===== src/rtl/mem_access_stage.sv =====
// mem_access_stage: MEM pipeline stage with a two-state (IDLE/ACCESS)
// memory handshake that stalls the upstream pipeline while a load or
// store waits for its acknowledge. Results are written into the MEM/WB
// register.
// Optional feature: define MEM_ACCESS_TIMEOUT_EN to abort an access that
// receives no acknowledge within TIMEOUT_CYCLES cycles. An aborted access
// sets the sticky timeout_o flag.
module mem_access_stage #(
    parameter int TIMEOUT_CYCLES = 64
) (
    input  logic        clk_i,
    input  logic        rst_i,
    input  logic        RegWrite_i,
    input  logic        MemtoReg_i,
    input  logic        MemRead_i,
    input  logic        MemWrite_i,
    input  logic [31:0] ALUResult_i,
    input  logic [31:0] MUX2Result_i,
    input  logic [4:0]  RdAddr_i,
    output logic        mem_req_o,
    output logic        mem_we_o,
    output logic [31:0] mem_addr_o,
    output logic [31:0] mem_wdata_o,
    input  logic        mem_ack_i,
    input  logic [31:0] mem_rdata_i,
    output logic        stall_o,
    output logic        RegWrite_o,
    output logic        MemtoReg_o,
    output logic [31:0] ALUResult_o,
    output logic [31:0] ReadData_o,
    output logic [4:0]  RdAddr_o,
    output logic        timeout_o
);

    localparam logic [0:0] IDLE   = 1'b0;
    localparam logic [0:0] ACCESS = 1'b1;

    if (TIMEOUT_CYCLES < 2 || TIMEOUT_CYCLES > 1023) begin : g_bad_timeout
        $error("mem_access_stage: TIMEOUT_CYCLES must be within 2..1023");
    end

    logic [0:0]  state_q, state_d;
    logic        lat_regwrite_q, lat_regwrite_d;
    logic        lat_memtoreg_q, lat_memtoreg_d;
    logic        lat_read_q, lat_read_d;
    logic        lat_we_q, lat_we_d;
    logic [31:0] lat_addr_q, lat_addr_d;
    logic [31:0] lat_wdata_q, lat_wdata_d;
    logic [4:0]  lat_rd_q, lat_rd_d;
    logic        wb_regwrite_q, wb_regwrite_d;
    logic        wb_memtoreg_q, wb_memtoreg_d;
    logic [31:0] wb_alu_q, wb_alu_d;
    logic [31:0] wb_rdata_q, wb_rdata_d;
    logic [4:0]  wb_rd_q, wb_rd_d;
    logic        stall_raw;
    logic        memop;
    logic        timeout_hit;

    assign memop = MemRead_i | MemWrite_i;

`ifdef MEM_ACCESS_TIMEOUT_EN
    localparam logic [9:0] TIMEOUT_LAST = 10'(TIMEOUT_CYCLES - 1);

    logic [9:0] cnt_q, cnt_d;
    logic       timeout_q, timeout_d;

    // Abort when the access has waited its full budget without an ack; ack wins a tie.
    assign timeout_hit = (state_q == ACCESS) && !mem_ack_i && (cnt_q == TIMEOUT_LAST);

    // Count un-acknowledged ACCESS cycles; the count sits at zero in IDLE so every access starts fresh.
    always_comb begin
        cnt_d     = cnt_q;
        timeout_d = timeout_q;
        if (state_q == IDLE) begin
            cnt_d = '0;
        end else if (!mem_ack_i) begin
            cnt_d = cnt_q + 10'd1;
        end
        if (timeout_hit) begin
            timeout_d = 1'b1;
        end
    end

    // Timeout counter and sticky abort flag.
    always_ff @(posedge clk_i or posedge rst_i) begin
        if (rst_i) begin
            cnt_q     <= '0;
            timeout_q <= 1'b0;
        end else begin
            cnt_q     <= cnt_d;
            timeout_q <= timeout_d;
        end
    end

    assign timeout_o = timeout_q;
`else
    assign timeout_hit = 1'b0;
    assign timeout_o   = 1'b0;
`endif

    // Next-state, request latch and MEM/WB load selection for the handshake FSM.
    always_comb begin
        state_d        = state_q;
        lat_regwrite_d = lat_regwrite_q;
        lat_memtoreg_d = lat_memtoreg_q;
        lat_read_d     = lat_read_q;
        lat_we_d       = lat_we_q;
        lat_addr_d     = lat_addr_q;
        lat_wdata_d    = lat_wdata_q;
        lat_rd_d       = lat_rd_q;
        wb_regwrite_d  = 1'b0;
        wb_memtoreg_d  = 1'b0;
        wb_alu_d       = '0;
        wb_rdata_d     = '0;
        wb_rd_d        = '0;
        stall_raw      = 1'b0;
        case (state_q)
            IDLE: begin
                if (memop) begin
                    stall_raw      = 1'b1;
                    state_d        = ACCESS;
                    lat_regwrite_d = RegWrite_i;
                    lat_memtoreg_d = MemtoReg_i;
                    lat_read_d     = MemRead_i;
                    lat_we_d       = MemWrite_i & ~MemRead_i;
                    lat_addr_d     = ALUResult_i;
                    lat_wdata_d    = MUX2Result_i;
                    lat_rd_d       = RdAddr_i;
                end else begin
                    wb_regwrite_d = RegWrite_i;
                    wb_memtoreg_d = MemtoReg_i;
                    wb_alu_d      = ALUResult_i;
                    wb_rd_d       = RdAddr_i;
                end
            end
            ACCESS: begin
                if (mem_ack_i) begin
                    state_d       = IDLE;
                    wb_regwrite_d = lat_regwrite_q;
                    wb_memtoreg_d = lat_memtoreg_q;
                    wb_alu_d      = lat_addr_q;
                    wb_rd_d       = lat_rd_q;
                    wb_rdata_d    = lat_read_q ? mem_rdata_i : 32'd0;
                end else if (timeout_hit) begin
                    state_d       = IDLE;
                    wb_memtoreg_d = lat_memtoreg_q;
                    wb_alu_d      = lat_addr_q;
                    wb_rd_d       = lat_rd_q;
                end else begin
                    stall_raw = 1'b1;
                end
            end
            default: begin
                state_d = IDLE;
            end
        endcase
    end

    // FSM state, request latch and MEM/WB pipeline register.
    always_ff @(posedge clk_i or posedge rst_i) begin
        if (rst_i) begin
            state_q        <= IDLE;
            lat_regwrite_q <= 1'b0;
            lat_memtoreg_q <= 1'b0;
            lat_read_q     <= 1'b0;
            lat_we_q       <= 1'b0;
            lat_addr_q     <= '0;
            lat_wdata_q    <= '0;
            lat_rd_q       <= '0;
            wb_regwrite_q  <= 1'b0;
            wb_memtoreg_q  <= 1'b0;
            wb_alu_q       <= '0;
            wb_rdata_q     <= '0;
            wb_rd_q        <= '0;
        end else begin
            state_q        <= state_d;
            lat_regwrite_q <= lat_regwrite_d;
            lat_memtoreg_q <= lat_memtoreg_d;
            lat_read_q     <= lat_read_d;
            lat_we_q       <= lat_we_d;
            lat_addr_q     <= lat_addr_d;
            lat_wdata_q    <= lat_wdata_d;
            lat_rd_q       <= lat_rd_d;
            wb_regwrite_q  <= wb_regwrite_d;
            wb_memtoreg_q  <= wb_memtoreg_d;
            wb_alu_q       <= wb_alu_d;
            wb_rdata_q     <= wb_rdata_d;
            wb_rd_q        <= wb_rd_d;
        end
    end

    // Stall is forced low while reset is held, even if a memory op is presented.
    assign stall_o     = stall_raw & ~rst_i;
    assign mem_req_o   = (state_q == ACCESS);
    assign mem_we_o    = (state_q == ACCESS) & lat_we_q;
    assign mem_addr_o  = (state_q == ACCESS) ? lat_addr_q : 32'd0;
    assign mem_wdata_o = (state_q == ACCESS) ? lat_wdata_q : 32'd0;

    assign RegWrite_o  = wb_regwrite_q;
    assign MemtoReg_o  = wb_memtoreg_q;
    assign ALUResult_o = wb_alu_q;
    assign ReadData_o  = wb_rdata_q;
    assign RdAddr_o    = wb_rd_q;

endmodule


===== config.mk =====
export PLATFORM = sky130hd
export DESIGN_NAME = mem_access_stage
export DESIGN_NICKNAME = d
export VERILOG_FILES = /design/src/rtl/mem_access_stage.sv
export SDC_FILE = /design/constraint.sdc
export NUM_CORES = 1
export LEC_CHECK = 0
export ABC_CLOCK_PERIOD_IN_PS = 5000
export BUFFER_PORTS_ARGS = -buffer_cell sky130_fd_sc_hd__buf_2
export CORE_MARGIN = 10
export CORE_UTILIZATION = 48
export CTS_CLUSTER_DIAMETER = 100
export CTS_CLUSTER_SIZE = 40
export DETAILED_ROUTE_END_ITERATION = 10
export PLACE_DENSITY = 0.84
export SLEW_MARGIN = 25
export SYNTH_ARGS = -nofsm -noshare
export SYNTH_HDL_FRONTEND = slang
export SYNTH_SLANG_ARGS = --single-unit

===== constraint.sdc =====
create_clock -name clk_i -period 5 [get_ports clk_i]
set_input_delay 0.25 -clock clk_i [delete_from_list [all_inputs] [get_ports clk_i]]
set_output_delay 0.25 -clock clk_i [all_outputs]
set_load 0.02 [all_outputs]

==> results of run 1 <==
==> worst max path at each step <==
stage               start              end  slack, ps  cells after the start
5_1_grt         mem_req_o          stall_o       2030                      4
3_3_place_gp   MemWrite_i  lat_wdata_q[30]       2470                      4
2_1_floorplan       rst_i   ALUResult_o[0]        860                      1
6_report        mem_req_o          stall_o       2240                      4
4_1_cts         mem_req_o          stall_o       2200                      4
3_5_place_dp   MemWrite_i  lat_wdata_q[30]       2390                      4
==> cell usage after synthesis, types with 2 or more instances <==
| cell | count | area share [%] |
|---|---|---|
| sky130_fd_sc_hd__a32o_1 | 39 | 6.5 |
| sky130_fd_sc_hd__and2_1 | 97 | 10 |
| sky130_fd_sc_hd__buf_12 | 8 | 2.6 |
| sky130_fd_sc_hd__buf_2 | 3 | 0.25 |
| sky130_fd_sc_hd__buf_4 | 3 | 0.37 |
| sky130_fd_sc_hd__clkbuf_1 | 17 | 1.1 |
| sky130_fd_sc_hd__dfrtp_1 | 145 | 60 |
| sky130_fd_sc_hd__inv_1 | 2 | 0.12 |
| sky130_fd_sc_hd__mux2_4 | 70 | 17 |
| sky130_fd_sc_hd__nor2_1 | 2 | 0.12 |
| sky130_fd_sc_hd__nor3_1 | 3 | 0.25 |
==> metrics by stage <==
stage                     power (W)  hold WS, ps  worst slack (ps)  cells  area, um^2
after detailed placement   0.002401        428.3              2388    784        7259
after global placement     0.002363        412.4              2471    784        7259
after floorplan            0.002107        335.0             855.4    399        6052
after global routing       0.003940        23.98              2034    818        7950
final                      0.003784        28.68              2242    818        7950
after CTS                  0.003812        12.56              2197    817        7923
==> per-layer routing <==
| layer | wire length, um | vias to the layer above |
|---|---|---|
| met2 | 8610 | 180 |
| met3 | 1438 | 30 |
| met5 | 0 | - |
| li1 | - | 1859 |
| met1 | 6563 | 2044 |
| met4 | 343 | 0 |
==> registers in the layout (all words and copies together), names as in the netlist <==
signal and flops:
ALUResult_o 32, ReadData_o 32, lat_addr_q 32, lat_wdata_q 32, RdAddr_o 5, lat_rd_q 5, MemtoReg_o 1, RegWrite_o 1
lat_memtoreg_q 1, lat_read_q 1, lat_regwrite_q 1, lat_we_q 1, mem_req_o 1
==> where the power goes <==
group          switching, W  total (W)  internal [W]
combinational      0.000502   0.000925      0.000424
clock              0.000493    0.00140      0.000902
sequential        0.0000997    0.00146       0.00136
==> final cells by class <==
cell class / instances / area (um^2)
Inverter: 3 / 16.27
Fill cell: 939 / 4212
Sequential cell: 145 / 3630
Multi-Input combinational cell: 219 / 2147
Clock inverter: 12 / 206.4
Clock buffer: 20 / 446.7
Timing Repair Buffer: 251 / 1294
Tap cell: 168 / 210.2
==> logic make-up (layout without fill, tap and decap cells) <==
logic type	Yosys count	in the layout	synth area share, %
DFF	145	145	59.95
muxes	71	71	17.55
and+or+nand+nor	105	105	10.69
other	1	1	0.06196
buffers and inverters	35	286	4.693
AOI/OAI and AO/OA	42	42	7.050
==> critical path: cells and delay by family (launching register included) <==
| kind | cells | cell delay (ps) |
|---|---|---|
| flip-flops | 1 | 370 |
| buffers and inverters | 2 | 690 |
| AND/OR/NAND/NOR | 2 | 1030 |
==> summary.txt, run 1 <==
Clocking
  – Setup Buffers After CTS: 0
  – CTS buffer count: 17
  – Cells resized by post-CTS repair: 0
  – Clock-pin transition on the worst setup and hold timing paths: 60 ps
  – Clock latency of the later-clocked register in the worst-skew pair: 420 ps
  – CTS Root Buffer Type: sky130_fd_sc_hd__clkbuf_16
  – TritonCTS clock tree: yes
  – CTS HTree Levels: 4
  – Sink Count: 145
  – Cts hold-fix bufs: 1
  – Max Root-Sink Buffers: 2

Worst hold path
  – Hold worst-path end: ReadData_o[27]
  – WHS Path Cells: 2
  – HP Class: in2reg
  – Hold Path Origin: mem_rdata_i[27]

Floorplan
  – Die span in y: 132.3 um
  – Starting utilization of the core area: 49.76%
  – Number of top-level design ports: 247
  – Die extent in x: 132.3 um
  – Placeable Area: 12160 um^2
  – Row Count: 40
  – Area of the die: 17500 um^2

Drt
  – DRT Wirelength: 16.96 mm
  – Avg Vias per Cell: 5.028
  – Initial DRC count: 233
  – Count of nets left with antenna violations after detail routing: 0
  – Number of optimization iterations in the first detailed-route pass: 4
  – Mean routed wirelength per cell: 20.73 um
  – Post-route DRC violation count: 0
  – Total vias in the final route: 4113

Layout
  – Area overhead of the layout relative to synthesis: 31.36%
  – Antenna cells: 0
  – Fraction of final layout cells with drive strength greater than 1: 54.62%
  – Final net count: 745
  – Most common cell after layout, fill and taps aside: sky130_fd_sc_hd__buf_2
  – Final Core Density: 65.37%
  – Commonest non-fill, non-tap cells in the layout: sky130_fd_sc_hd__buf_2 (245), sky130_fd_sc_hd__dfrtp_1 (144), sky130_fd_sc_hd__and2_1 (97)

Synthesis
  – Post-synthesis register bit count: 145
  – Synth warnings: 0
  – Top flip-flop cell by instance count after synthesis: sky130_fd_sc_hd__dfrtp_1
  – Synth cell types: 21
  – Nets in the synthesized netlist: 507
  – Async S/R FF share, synth: 100.0%
  – Count of flip-flops with a built-in enable after synthesis: 0
  – Mapped Cells: 399
  – Mean instance size in the synthesized netlist: 15.17 um^2
  – Total standard cell area after synthesis: 6052 um^2
  – Sequential cell area fraction in the yosys report: 59.95%

Placement
  – Estimated wirelength of the detail-placed design: 12.00 mm
  – Routability Congestion: 0.7664
  – IO Port Bufs: 245

Global route
  – Number of global-route vias before repair: 4802
  – Pin count of the biggest net entering global routing: 80
  – Antenna violations before repair: 0
  – First-pass GRT wire length: 26.83 mm
  – Global-route congestion overflow total: 0
  – GRT Overall Usage: 19.37%
  – M1 GR Usage: 21.12%
  – Global routing met2 resource utilization: 33.28%
  – Grt met3 use: 7.851%
  – Busiest layer in global routing: met2

Critical path
  – Kind of launch point of the worst setup path: flop
  – Ordered list of cells on the worst path: buf_4 > and2_1 > nor3_1 > buf_2
  – Kind of end point of the critical path: output port
  – Category of the most critical setup path: reg2out
  – Worst reg-to-reg setup slack: 2570 ps
  – R2r worst-path depth: 4
  – Source of the worst register-to-register timing path: mem_req_o
  – Arrival @ worst endpoint: 2510 ps
  – Destination of the worst register-to-register timing path: ALUResult_o[16]
  – CP max stage cell: sky130_fd_sc_hd__and2_1
  – Maximum fanout count along the critical path: 71
  – Required arrival time at the worst endpoint: 4750 ps
  – Slowest cell delay on critical path: 930 ps

Run
  – Maximum capacitance violations: 0

Outcome
  – Run status: finished clean

Power and ir drop
  – Static power due to leakage: 4.265 nW
  – Power Dens Cells: 475.9 nW/um^2
  – VDD IR max: 0.2869 mV

Timing
  – Post-route fraction of the period consumed by the critical path: 55.16%
  – Worst rel slew slack: 29.17%
  – Worst setup skew after layout: 11.27 ps
  – Unrepaired setup endpoints after global routing: false
  – Max Fclk: 0.3626 GHz
  – Shortest clock period the worst path allows after layout: 2758 ps
  – Actual slew at the worst max-slew pin: 1063 ps
  – Endpoints failing hold: 0
  – Endpoints failing setup: 0
  – Total Negative Setup Slacks: 0 ps
  – Number of slew-limit violations in the final report: 0
Power figures use the tool's default switching activity.
==> run 2: changes to the inputs <==
ABC_CLOCK_PERIOD_IN_PS = 2800   (was 5000)
clock period = 2.8 ns   (was 5 ns; I/O delays follow)
==> run 2 against run 1 <==
Worst hold slack better by 10 ps. Utilization is 9.3 points higher. Flip-flop and latch count stayed put. Setup slack worse by 1500 ps. Routed wire length is 20% higher. Power is 83% higher. Non-clock buffer count is 109 higher. Critical path depth stayed put. Cell count is 14% higher. Sequential power is 80% higher.
==> summary.txt, run 2 (synthesis gave the netlist of run 1 again) <==
Clocking
  – Clock latency of the later-clocked register in the worst-skew pair: 420 ps (about the same)
  – CTS HTree Levels: 4 (unchanged)
  – Setup Buffers After CTS: 0 (unchanged)
  – CTS buffer count: 17 (unchanged)
  – Cells resized by post-CTS repair: 0 (unchanged)
  – TritonCTS clock tree: yes (unchanged)
  – CTS Root Buffer Type: sky130_fd_sc_hd__clkbuf_16 (unchanged)
  – Clock-pin transition on the worst setup and hold timing paths: 60 ps (about the same)
  – Sink Count: 145 (unchanged)
  – Max Root-Sink Buffers: 2 (unchanged)

Timing
  – Post-route fraction of the period consumed by the critical path: 72.53%
  – Endpoints failing setup: 0 (unchanged)
  – Unrepaired setup endpoints after global routing: false (unchanged)
  – Actual slew at the worst max-slew pin: 1026 ps (was 1063 ps)
  – Shortest clock period the worst path allows after layout: 2031 ps
  – Slack of the critical path: 769.2 ps (was 2242 ps)
  – Total Negative Setup Slacks: 0 ps (unchanged)
  – Worst rel slew slack: 31.43% (was 29.17%)
  – Endpoints failing hold: 0 (unchanged)
  – Worst setup skew after layout: 9.591 ps (was 11.27 ps)
  – Max Fclk: 0.4924 GHz
  – Number of slew-limit violations in the final report: 0 (unchanged)

Drt
  – Avg Vias per Cell: 5.097 (was 5.028)
  – Routed wl met2: 10.79 mm (was 8.610 mm)
  – Met3 wire length: 1.324 mm (was 1.438 mm)
  – DRT Wirelength: 20.29 mm (was 16.96 mm)
  – Mean routed wirelength per cell: 21.79 um (was 20.73 um)
  – Post-route DRC violation count: 0 (unchanged)
  – M1 wire length: 7.472 mm (was 6.563 mm)
  – Number of optimization iterations in the first detailed-route pass: 4 (unchanged)
  – Count of nets left with antenna violations after detail routing: 0 (unchanged)
  – Highest routed layer: met4 (unchanged)
  – Total vias in the final route: 4745 (was 4113)
  – Initial DRC count: 335 (was 233)

Outcome
  – Run status: finished clean (unchanged)

Power and ir drop
  – VDD IR max: 0.5434 mV (was 0.2869 mV)
  – Overall Power: 0.006922 W (was 0.003784 W)
  – Power Dens Cells: 762.5 nW/um^2 (was 475.9 nW/um^2)
  – Static power due to leakage: 4.733 nW (was 4.265 nW)

Layout
  – Commonest non-fill, non-tap cells in the layout: sky130_fd_sc_hd__buf_2 (245), sky130_fd_sc_hd__dfrtp_1 (144), sky130_fd_sc_hd__dlygate4sd3_1 (104) (was sky130_fd_sc_hd__buf_2 (245), sky130_fd_sc_hd__dfrtp_1 (144), sky130_fd_sc_hd__and2_1 (97))
  – Final net count: 854 (was 745)
  – Area overhead of the layout relative to synthesis: 49.99% (was 31.36%)
  – Fillers: 714 (was 939)
  – Fraction of final layout cells with drive strength greater than 1: 47.17% (was 54.62%)
  – Most common cell after layout, fill and taps aside: sky130_fd_sc_hd__buf_2 (unchanged)

Floorplan
  – Placeable Area: 12160 um^2 (unchanged)
  – Area of the die: 17500 um^2 (unchanged)
  – Row Count: 40 (unchanged)
  – Die span in y: 132.3 um (unchanged)
  – Die extent in x: 132.3 um (unchanged)
  – Number of top-level design ports: 247 (unchanged)
  – Starting utilization of the core area: 49.76% (unchanged)

Critical path
  – Source of the worst register-to-register timing path: mem_req_o (unchanged)
  – Largest delay contributor family on the critical path: buffers and inverters (was simple AND/OR/NAND/NOR gates)
  – Arrival @ worst endpoint: 1890 ps (was 2510 ps)
  – Maximum fanout count along the critical path: 62 (was 71)
  – CP most frequent cell: sky130_fd_sc_hd__nor3_1
  – Required arrival time at the worst endpoint: 2660 ps (was 4750 ps)
  – Worst reg-to-reg setup slack: 940 ps (was 2570 ps)
  – Category of the most critical setup path: reg2out (unchanged)
  – Critical path startpoint: mem_req_o (unchanged)
  – WP depth: 4 (unchanged)
  – Destination of the worst register-to-register timing path: ALUResult_o[14] (was ALUResult_o[16])
  – R2r worst-path depth: 4 (unchanged)
  – Kind of launch point of the worst setup path: flop (unchanged)
  – Ordered list of cells on the worst path: buf_4 > nor3_1 > nor3_1 > buf_2 (was buf_4 > and2_1 > nor3_1 > buf_2)
  – Termination of the worst setup path: stall_o (unchanged)
  – Slowest cell delay on critical path: 480 ps (was 930 ps)
  – CP Buf/Inv Count: 2 (unchanged)
  – CP max stage cell: sky130_fd_sc_hd__buf_4 (was sky130_fd_sc_hd__and2_1)
  – Kind of end point of the critical path: output port (unchanged)

Worst hold path
  – HP Class: in2reg (unchanged)

Global route
  – Global-route congestion overflow total: 0 (unchanged)
  – GRT Overall Usage: 22.73% (was 19.37%)
  – Antenna violations before repair: 4 (was 0)
  – Number of global-route vias before repair: 5452 (was 4802)
  – First-pass GRT wire length: 31.39 mm (was 26.83 mm)
  – Pin count of the biggest net entering global routing: 63 (was 80)

Run
  – Maximum capacitance violations: 0 (unchanged)

Placement
  – Routability Congestion: 0.7461 (was 0.7664)
  – Estimated wirelength of the detail-placed design: 12.10 mm (was 12.00 mm)
  – IO Port Bufs: 245 (unchanged)
  – Worst slack after detailed placement: 786.9 ps (was 2388 ps)
## run 2: layout make-up
| type | count | area [um^2] | area share [%] |
|---|---|---|---|
| sequential | 145 | 3630 | 39.99 |
| timing repair buffer | 360 | 2427 | 26.74 |
| multi-input combinational | 219 | 2147 | 23.65 |
| clock buffer | 23 | 457.9 | 5.045 |
| tap | 168 | 210.2 | 2.316 |
| clock inverter | 9 | 180.2 | 1.985 |
| inverter | 3 | 15.01 | 0.1654 |
| antenna | 4 | 10.01 | 0.1103 |
## run 2: report_power, final
part	internal (W)	switching [W]	total [W]	leakage, nW
sequential	0.00244	0.000195	0.00263	1.81
clock	0.00161	0.000858	0.00247	0.306
combinational	0.000867	0.000958	0.00183	2.62
## run 2: metal layers
metal  up-vias  global-route usage, %
li1       2077                      -
met1      2389                  23.42
met2       228                  40.73
met3        51                  7.927
met4         0                  9.902
met5         -                      0
## run 2: worst min-delay path by stage
stage                               start         endpoint  slack, ps  depth (start not counted)
final                           MemRead_i         lat_we_q         40                          2
after global routing            MemRead_i         lat_we_q         30                          2
after CTS                           rst_i  ALUResult_o[27]          3                          2
after detailed placement   mem_rdata_i[2]    ReadData_o[2]        350                          2
after global placement    mem_rdata_i[25]   ReadData_o[25]        350                          2
after floorplan                 MemRead_i         lat_we_q        220                          1
## run 2: per-stage QoR
step,area (um^2),hold slack (ps),utilization [%],std cells
after global placement,7333,346.5,60.30,789
after detailed placement,7333,349.1,60.30,789
after floorplan,6056,225.0,-,399
final,9077,38.73,74.64,931
after global routing,9077,26.01,74.64,931
after CTS,9002,3.241,74.02,924
## run 2: timing repair
item                                    CTS  global route
hold buffers                            103             1
endpoints found under the setup margin    0             0
hold endpoints to repair                130            23
